$ cat src/rtl/stack_pointer_register.sv
// Stack pointer register: loadable pointer with bounded push/pop steps,
// sticky overflow/underflow flags, a one-cycle error pulse and full/empty status.
//
// Ports:
//   clock       rising-edge clock
//   reset       asynchronous reset, active-low
//   in          load value, taken when write=1
//   write       load enable; has priority over push/pop
//   push        push request (step toward LIMIT_LO when GROW_DOWN=1)
//   pop         pop request (opposite direction to push)
//   clear_flags clears overflow/underflow; a same-edge rejection wins
//   out         registered pointer value
//   overflow    sticky, set by a rejected push
//   underflow   sticky, set by a rejected pop
//   error       registered pulse for the cycle after a rejected push or pop
//   full        high when a push at the current out would be rejected
//   empty       high when a pop at the current out would be rejected
module stack_pointer_register #(
  parameter int unsigned      WIDTH       = 16,
  parameter logic [WIDTH-1:0] RESET_VALUE = 16'h0100,
  parameter logic [WIDTH-1:0] STEP        = 16'd1,
  parameter logic [WIDTH-1:0] LIMIT_LO    = 16'd0,
  parameter logic [WIDTH-1:0] LIMIT_HI    = 16'h0100,
  parameter bit               GROW_DOWN   = 1'b1
) (
  input  logic             clock,
  input  logic             reset,
  input  logic [WIDTH-1:0] in,
  input  logic             write,
  input  logic             push,
  input  logic             pop,
  input  logic             clear_flags,
  output logic [WIDTH-1:0] out,
  output logic             overflow,
  output logic             underflow,
  output logic             error,
  output logic             full,
  output logic             empty
);

  // Two guard bits: bit WIDTH carries out of an add, and a borrow
  // from a subtract sets both guard bits, so either shows as nonzero.
  localparam int unsigned XW = WIDTH + 2;

  localparam logic [XW-1:0] STEP_X = {2'b00, STEP};
  localparam logic [XW-1:0] LO_X   = {2'b00, LIMIT_LO};
  localparam logic [XW-1:0] HI_X   = {2'b00, LIMIT_HI};

  logic [WIDTH-1:0] r_out;
  logic             r_ovf;
  logic             r_unf;
  logic             r_err;

  logic [XW-1:0] w_out_x;
  logic [XW-1:0] w_inc;
  logic [XW-1:0] w_dec;
  logic [XW-1:0] w_push_cand;
  logic [XW-1:0] w_pop_cand;
  logic          w_push_ok;
  logic          w_pop_ok;

  // Range test by sign of differences, so a limit of zero or all-ones
  // needs no special casing.
  function automatic logic f_ok(input logic [XW-1:0] c);
    logic [XW-1:0] d_lo;
    logic [XW-1:0] d_hi;
    d_lo = c - LO_X;
    d_hi = HI_X - c;
    return (c[XW-1:WIDTH] == 2'b00) && !d_lo[XW-1] && !d_hi[XW-1];
  endfunction

  assign w_out_x     = {2'b00, r_out};
  assign w_inc       = w_out_x + STEP_X;
  assign w_dec       = w_out_x - STEP_X;
  assign w_push_cand = GROW_DOWN ? w_dec : w_inc;
  assign w_pop_cand  = GROW_DOWN ? w_inc : w_dec;
  assign w_push_ok   = f_ok(w_push_cand);
  assign w_pop_ok    = f_ok(w_pop_cand);

  always_ff @(posedge clock or negedge reset) begin
    if (!reset) begin
      r_out <= RESET_VALUE;
      r_ovf <= 1'b0;
      r_unf <= 1'b0;
      r_err <= 1'b0;
    end else begin
      r_err <= 1'b0;
      if (write) begin
        r_out <= in;
      end else begin
        if (clear_flags) begin
          r_ovf <= 1'b0;
          r_unf <= 1'b0;
        end
        // Later assignments override the clear, so a rejection wins.
        if (push && !pop) begin
          if (w_push_ok) begin
            r_out <= w_push_cand[WIDTH-1:0];
          end else begin
            r_ovf <= 1'b1;
            r_err <= 1'b1;
          end
        end else if (pop && !push) begin
          if (w_pop_ok) begin
            r_out <= w_pop_cand[WIDTH-1:0];
          end else begin
            r_unf <= 1'b1;
            r_err <= 1'b1;
          end
        end
      end
    end
  end

  assign out       = r_out;
  assign overflow  = r_ovf;
  assign underflow = r_unf;
  assign error     = r_err;
  assign full      = !w_push_ok;
  assign empty     = !w_pop_ok;

endmodule

$ cat config.mk
export PLATFORM = sky130hd
export DESIGN_NAME = stack_pointer_register
export DESIGN_NICKNAME = d
export VERILOG_FILES = /design/src/rtl/stack_pointer_register.sv
export SDC_FILE = /design/constraint.sdc
export NUM_CORES = 1
export LEC_CHECK = 0
export ABC_AREA = 1
export BUFFER_PORTS_ARGS = -buffer_cell sky130_fd_sc_hd__buf_2
export CORE_ASPECT_RATIO = 1.25
export CORE_UTILIZATION = 40
export CTS_CLUSTER_DIAMETER = 150
export CTS_CLUSTER_SIZE = 12
export DETAILED_ROUTE_END_ITERATION = 8
export HOLD_SLACK_MARGIN = 0.15
export PLACE_DENSITY = 0.65
export SYNTH_ARGS = -nofsm -noshare
export SYNTH_HDL_FRONTEND = slang
export SYNTH_SLANG_ARGS = --single-unit
$ cat constraint.sdc
create_clock -name clock -period 2.2 [get_ports clock]
set_input_delay 0 -clock clock [delete_from_list [all_inputs] [get_ports clock]]
set_output_delay 0 -clock clock [all_outputs]
set_load 0.005 [all_outputs]
Word level (Yosys, flattened, before mapping)
Index checks and enable logic that the tools add are counted.
{ "totals": {"inputBits": 22, "ff_bits": 19, "elab_cells": 45} }
{ "classes": {"reduce_logical": 19, "eq_ne": 1, "mux": 17, "n_addsub": 4} }
{ "ops": {"columns": ["op", "n"], "rows": [
  ["$mux 16", 5],
  ["$sub 10x17->18 const A", 1],
  ["$sub 9x17->18 const A", 1],
  ["$add 16x1->17 const B", 1],
  ["$sub 16x1->17 const B", 1],
  ["$mux 1", 12],
  ["$logic_not 1->1", 7],
  ["$logic_and 1x1->1", 6],
  ["$reduce_bool 3->1", 2],
  ["$logic_not 2->1", 2],
  ["$ne 3x3->1 const B", 1],
  ["$reduce_and 3->1", 1],
  ["$logic_not 1->1 const A", 1]
]} }

Logic depth before layout (Yosys ltp)
{ "logic_depth": {"depth_word": 8, "depth_mapped": 17, "mapped_depth_nobuf": 15} }

Worst setup path after synthesis
OpenSTA, ideal clock, no wires.
{ "synth_timing": {"kind": "register to register", "from": "reg r_out[0], in the netlist out[0]", "to": "reg r_out[1], in the netlist out[1]", "n_path_buf": 2, "period_less_slack_ns": 2.053, "setup_ns": 0.117, "slack_ns": 0.147, "arrival_time_ns": 1.936, "t_required_ns": 2.083, "stages_incl_launch_ff": 15, "cell_sequence": "dfrtp_1 -> buf_4 -> inv_2 -> ha_1 -> nand2_2 -> nor2_2 -> nand3_1 -> xor2_1 -> nor2_1 -> nand3_2 -> nand2_2 -> nand2_4 -> buf_6 -> nand2_1 -> nand2_1"} }
{ "synth_between": {"elab_chain_cells": 6} }
{ "synth_rtl": {"columns": ["item", "line", "source"], "rows": [
  ["start: declaration", "49", "logic [WIDTH-1:0] r_out;"],
  ["start signal: assignment", "89", "r_out <= in;"],
  ["start signal: assignment", "98", "r_out <= w_push_cand[WIDTH-1:0];"],
  ["start signal: assignment", "105", "r_out <= w_pop_cand[WIDTH-1:0];"],
  ["$sub 16x1->17 / $add 16x1->17 (equally long branches)", "74, 73", null],
  ["$sub 10x17->18 (tied with other cells)", "68", "d_hi = HI_X - c;"],
  ["$logic_not 1->1 / $logic_and 1x1->1 (equally long branches)", "69", "return (c[XW-1:WIDTH] == 2'b00) && !d_lo[XW-1] && !d_hi[XW-1];"],
  ["$logic_and 1x1->1", "69", null],
  ["$ne 3x3->1 (no line) / $reduce_bool 3->1 (equally long branches)", null, null],
  ["$reduce_and 3->1 (no line)", null, null]
]} }
Several ways; a longest one is shown, not always the timed one. The select of a mux whose other input is x is not followed.
A chain may end at the register's enable or synchronous reset.

Worst setup path after layout
{ "layout_timing": {"from": "reg r_out[1], in the netlist out[1]", "to": "reg r_out[3], in the netlist out[3]"} }
Same word-level chain as after synthesis.

==> summary.md <==
| Metric | Value |
|---|---|
| Fin crit period | approximately 2.1 ns |
| Worst setup SP type | register |
| Worst-path clk slew | 0.07 ns |
| Worst Hold Class | in -> reg |
| DRT Pass-1 Iters | 4 |
| Clk_skew | about 0.0020 ns |
| Mapped Nets | between 300 and 400 |
| Largest net degree at the start of global routing | 20 |
| # diodes | 0 |
| Clock sinks | 19 |
| Layout cells sized above 1 | 25.1% |
| Core area | 4430 µm² |
| Crit-path max cell delay | roughly 0.42 ns |
| Post-Synth Adder-Cell Area | 1.35% |
| Post-Syn Area | ~1900 µm² |
| Crit end category | register |
| CTS tree | built |
| Per-cell routed wire length | roughly 13 µm |
| Max Fclk | between 400 and 500 MHz |
| Reg2reg end | out[3] |
| Hold Path Depth | 5 |
| Starting density of the core | around two fifths |
| # port buffers | 42 |
| Switching power | 592 µW |
| Pre-CTS WS | between 0.03 and 0.04 ns |
| Slew of the pin with the lowest slew margin | around 0.57 ns |
| Pwr Total | around 1400 µW |
| Global-route wire length before repair | between 9000 and 10000 µm |
| Routed vias | around 2200 |
| Root Buffer | clkbuf_8 |
| Synth-to-layout area growth | 32.4% |
| R2R Path Start | out[1] |
| Total Routing Usage GR | between 20% and 30% |
| Status | finished, final reports clean |
| WHS Endpoint | out[7] |
| Clock power share | between 10% and 20% |
| Gate Count Post-Synth | 308 |
| Total wire length | approximately 5500 µm |
| Library cells used by synthesis | 28 |
| DIE AREA | between 4000 and 5000 µm² |
| DRT iter0 DRCs | between 100 and 150 |
| Fin. Hold Viols | 0 |
| Pint | ~810 µW |
| Crit-path max FO | 6 |
| GP Congestion | ~1 |
| Critical path type | reg -> reg |
| Final Setup Violations | 0 |
| Max Buffers Root-to-Sink | 2 |
| Drc violations | 0 |
| Critical Path RT | roughly 2.3 ns |
| P_leak | roughly 0.0012 µW |
| Post-Synth XOR/XNOR Area | 6.60% |
| Number of global-route vias before repair | 2108 |
| Routed Antenna Nets | 0 |
| Post-synthesis simple-gate area fraction | ~51% |
| Comb power frac | 46.7% |
| Mean area per synthesized cell | approximately 6 µm² |
| Max_cap viols | 0 |
| Vias per cell | around 5.1 |
| CTS HTree Levels | 1 |
| Number of buffers created by CTS | 3 |
| Yosys reg bits | 19 |
| Crit-path cells | ha_1 -> nand3_2 -> nor2_2 -> buf_4 -> xor2_1 -> inv_1 -> nand3_1 -> nand2_1 -> nand3_2 -> nand2_4 -> buf_4 -> nand3_1 -> nand2_1 |
| Sw Share | about 42% |
| PD cells | 571 nW/µm² |
| Post-synthesis compound-gate area fraction | 4.78% |
| Clk_lat worst skew | around 0.25 ns |
| I/O pins | 43 |
| Sequential-to-total area share from yosys stat | between 20% and 30% |
| Multiplexer area fraction after synthesis | 0% |
| Worst vdd ir | 0.480 mV |
| Core Rows | 27 |
| Main combinational cell family by area after synthesis | simple AND/OR/NAND/NOR gates |
| Detailed Place HPWL | around 4200 µm |
| Hold path start | in[7] |
| Post-route setup slack | between 0.1 and 0.15 ns |
| Antenna violations before repair | 0 |
| Final hold slack | about 0.15 ns |
| GR Overflow Total | 0 |
| Pins Over Slew Limit | 0 |
| Tcrit/Tclk final | a little over 90% |
| Nets | 404 |
| FF-to-FF setup slack | ~0.15 ns |
| Cell depth of the worst flop-to-flop path | 13 |
| Buf+Inv Stages, Crit Path | 3 |
| Most frequent cells in the layout | nand2_1 (117), buf_2 (42), nor2_1 (39) |
| Commonest non-fill, non-tap cell in the layout | nand2_1 |
| Max-slew headroom | between 60% and 70% |
| Critical path data arrival time | ~2.2 ns |
| Part of the power in registers | approximately 37% |
| Yosys warnings | 0 |
| Die Span X | 63.0 µm |
| Die Span Y | 78.2 µm |
| Crit-path slowest cell | dfrtp_2 |
| Top Family by Delay on Critical Path | simple AND/OR/NAND/NOR gates |
==> worst min-delay path: cells and delay by family <==
kind / cells / cell delay [ns]
AOI/OAI and AO/OA: 1 / 0.10
buffers and inverters: 1 / 0.08
and+or+nand+nor: 3 / 0.19
==> worst max path at each step <==
stage	startpoint	end	slack (ns)	depth (start not counted)
after floorplan	out[0]	out[1]	0.15	14
after global placement	out[1]	out[1]	0.04	14
after detailed placement	out[1]	out[15]	0.03	14
after CTS	out[1]	out[15]	0.02	14
after global routing	out[3]	out[2]	-0.008	13
final	out[1]	out[3]	0.15	13
==> Yosys cell counts <==
library cell  number  area share (%)
o21ai_1            1            0.27
buf_6              4             2.4
a31oi_1            2            0.67
nand2_1          117              24
buf_2              1            0.27
o211ai_1           2            0.81
o21ai_0            5             1.3
xor2_1            13             6.1
nor2_1            42             8.5
a221oi_1           1            0.47
dfrtp_1           18              24
nand3_2            2             1.1
clkbuf_1           2            0.40
nor2_4             1            0.61
buf_4              4             1.6
o22ai_1            2            0.67
nand2_2            4             1.3
nand2_4            2             1.2
xnor2_1            1            0.47
dfstp_2            1             1.4
nor2_2            10             3.4
nand3_1           33             8.9
inv_2              1            0.20
a21oi_1            2            0.54
nand4_1            7             2.4
inv_1             27             5.5
ha_1               2             1.3
nor3_1             1            0.27
==> registers in the layout (all words and copies together) (netlist names) <==
signal	flops
overflow	1
underflow	1
out	16
error	1
==> layer usage <==
| layer | vias to the layer above | share of wire [%] | track usage [%] |
|---|---|---|---|
| met4 | 0 | 3.1 | 9.07 |
| met2 | 72 | 47 | 41.1 |
| li1 | 1112 | - | - |
| met1 | 1008 | 46 | 30.8 |
| met3 | 18 | 4.0 | 1.45 |
| met5 | - | 0 | 0 |
==> through the flow <==
stage                     std cells  TNS (ns)  util, %  area (µm²)
after global routing            437   -0.0102     55.6        2460
after global placement          406         0     47.9        2120
final                           437         0     55.6        2460
after CTS                       430         0     53.5        2370
after floorplan                 308         0        -        1860
after detailed placement        406         0     47.9        2120
==> logic make-up after synthesis <==
group,after synthesis
AOI/OAI and AO/OA,15
xor gates and xnor gates,14
adders and majority gates,2
buffers and inverters,39
DFF,19
and+or+nand+nor,219
==> repair_timing <==
| item | in CTS | in global routing |
|---|---|---|
| hold buffers | 20 | 0 |
| setup endpoints to repair | 0 | 20 |
| setup buffers | 0 | 7 |
| hold endpoints to repair | 31 | 0 |
| resized for setup | 0 | 16 |
==> final cells by class <==
| class | count | area, µm² |
|---|---|---|
| multi-input combinational | 250 | 1220 |
| fill | 448 | 1970 |
| sequential | 19 | 487 |
| inverter | 28 | 105 |
| tap | 58 | 72.6 |
| timing repair buffer | 78 | 531 |
| clock buffer | 4 | 45.0 |
==> power groups by stage <==
stage	sequential (µW)	combinational, µW	clock, µW
2_1_floorplan	465	442	0
3_3_place_gp	520	570	0
3_5_place_dp	517	568	0
4_1_cts	511	599	240
5_1_grt	523	742	256
6_report	514	656	234
Power figures use the tool's default switching activity.
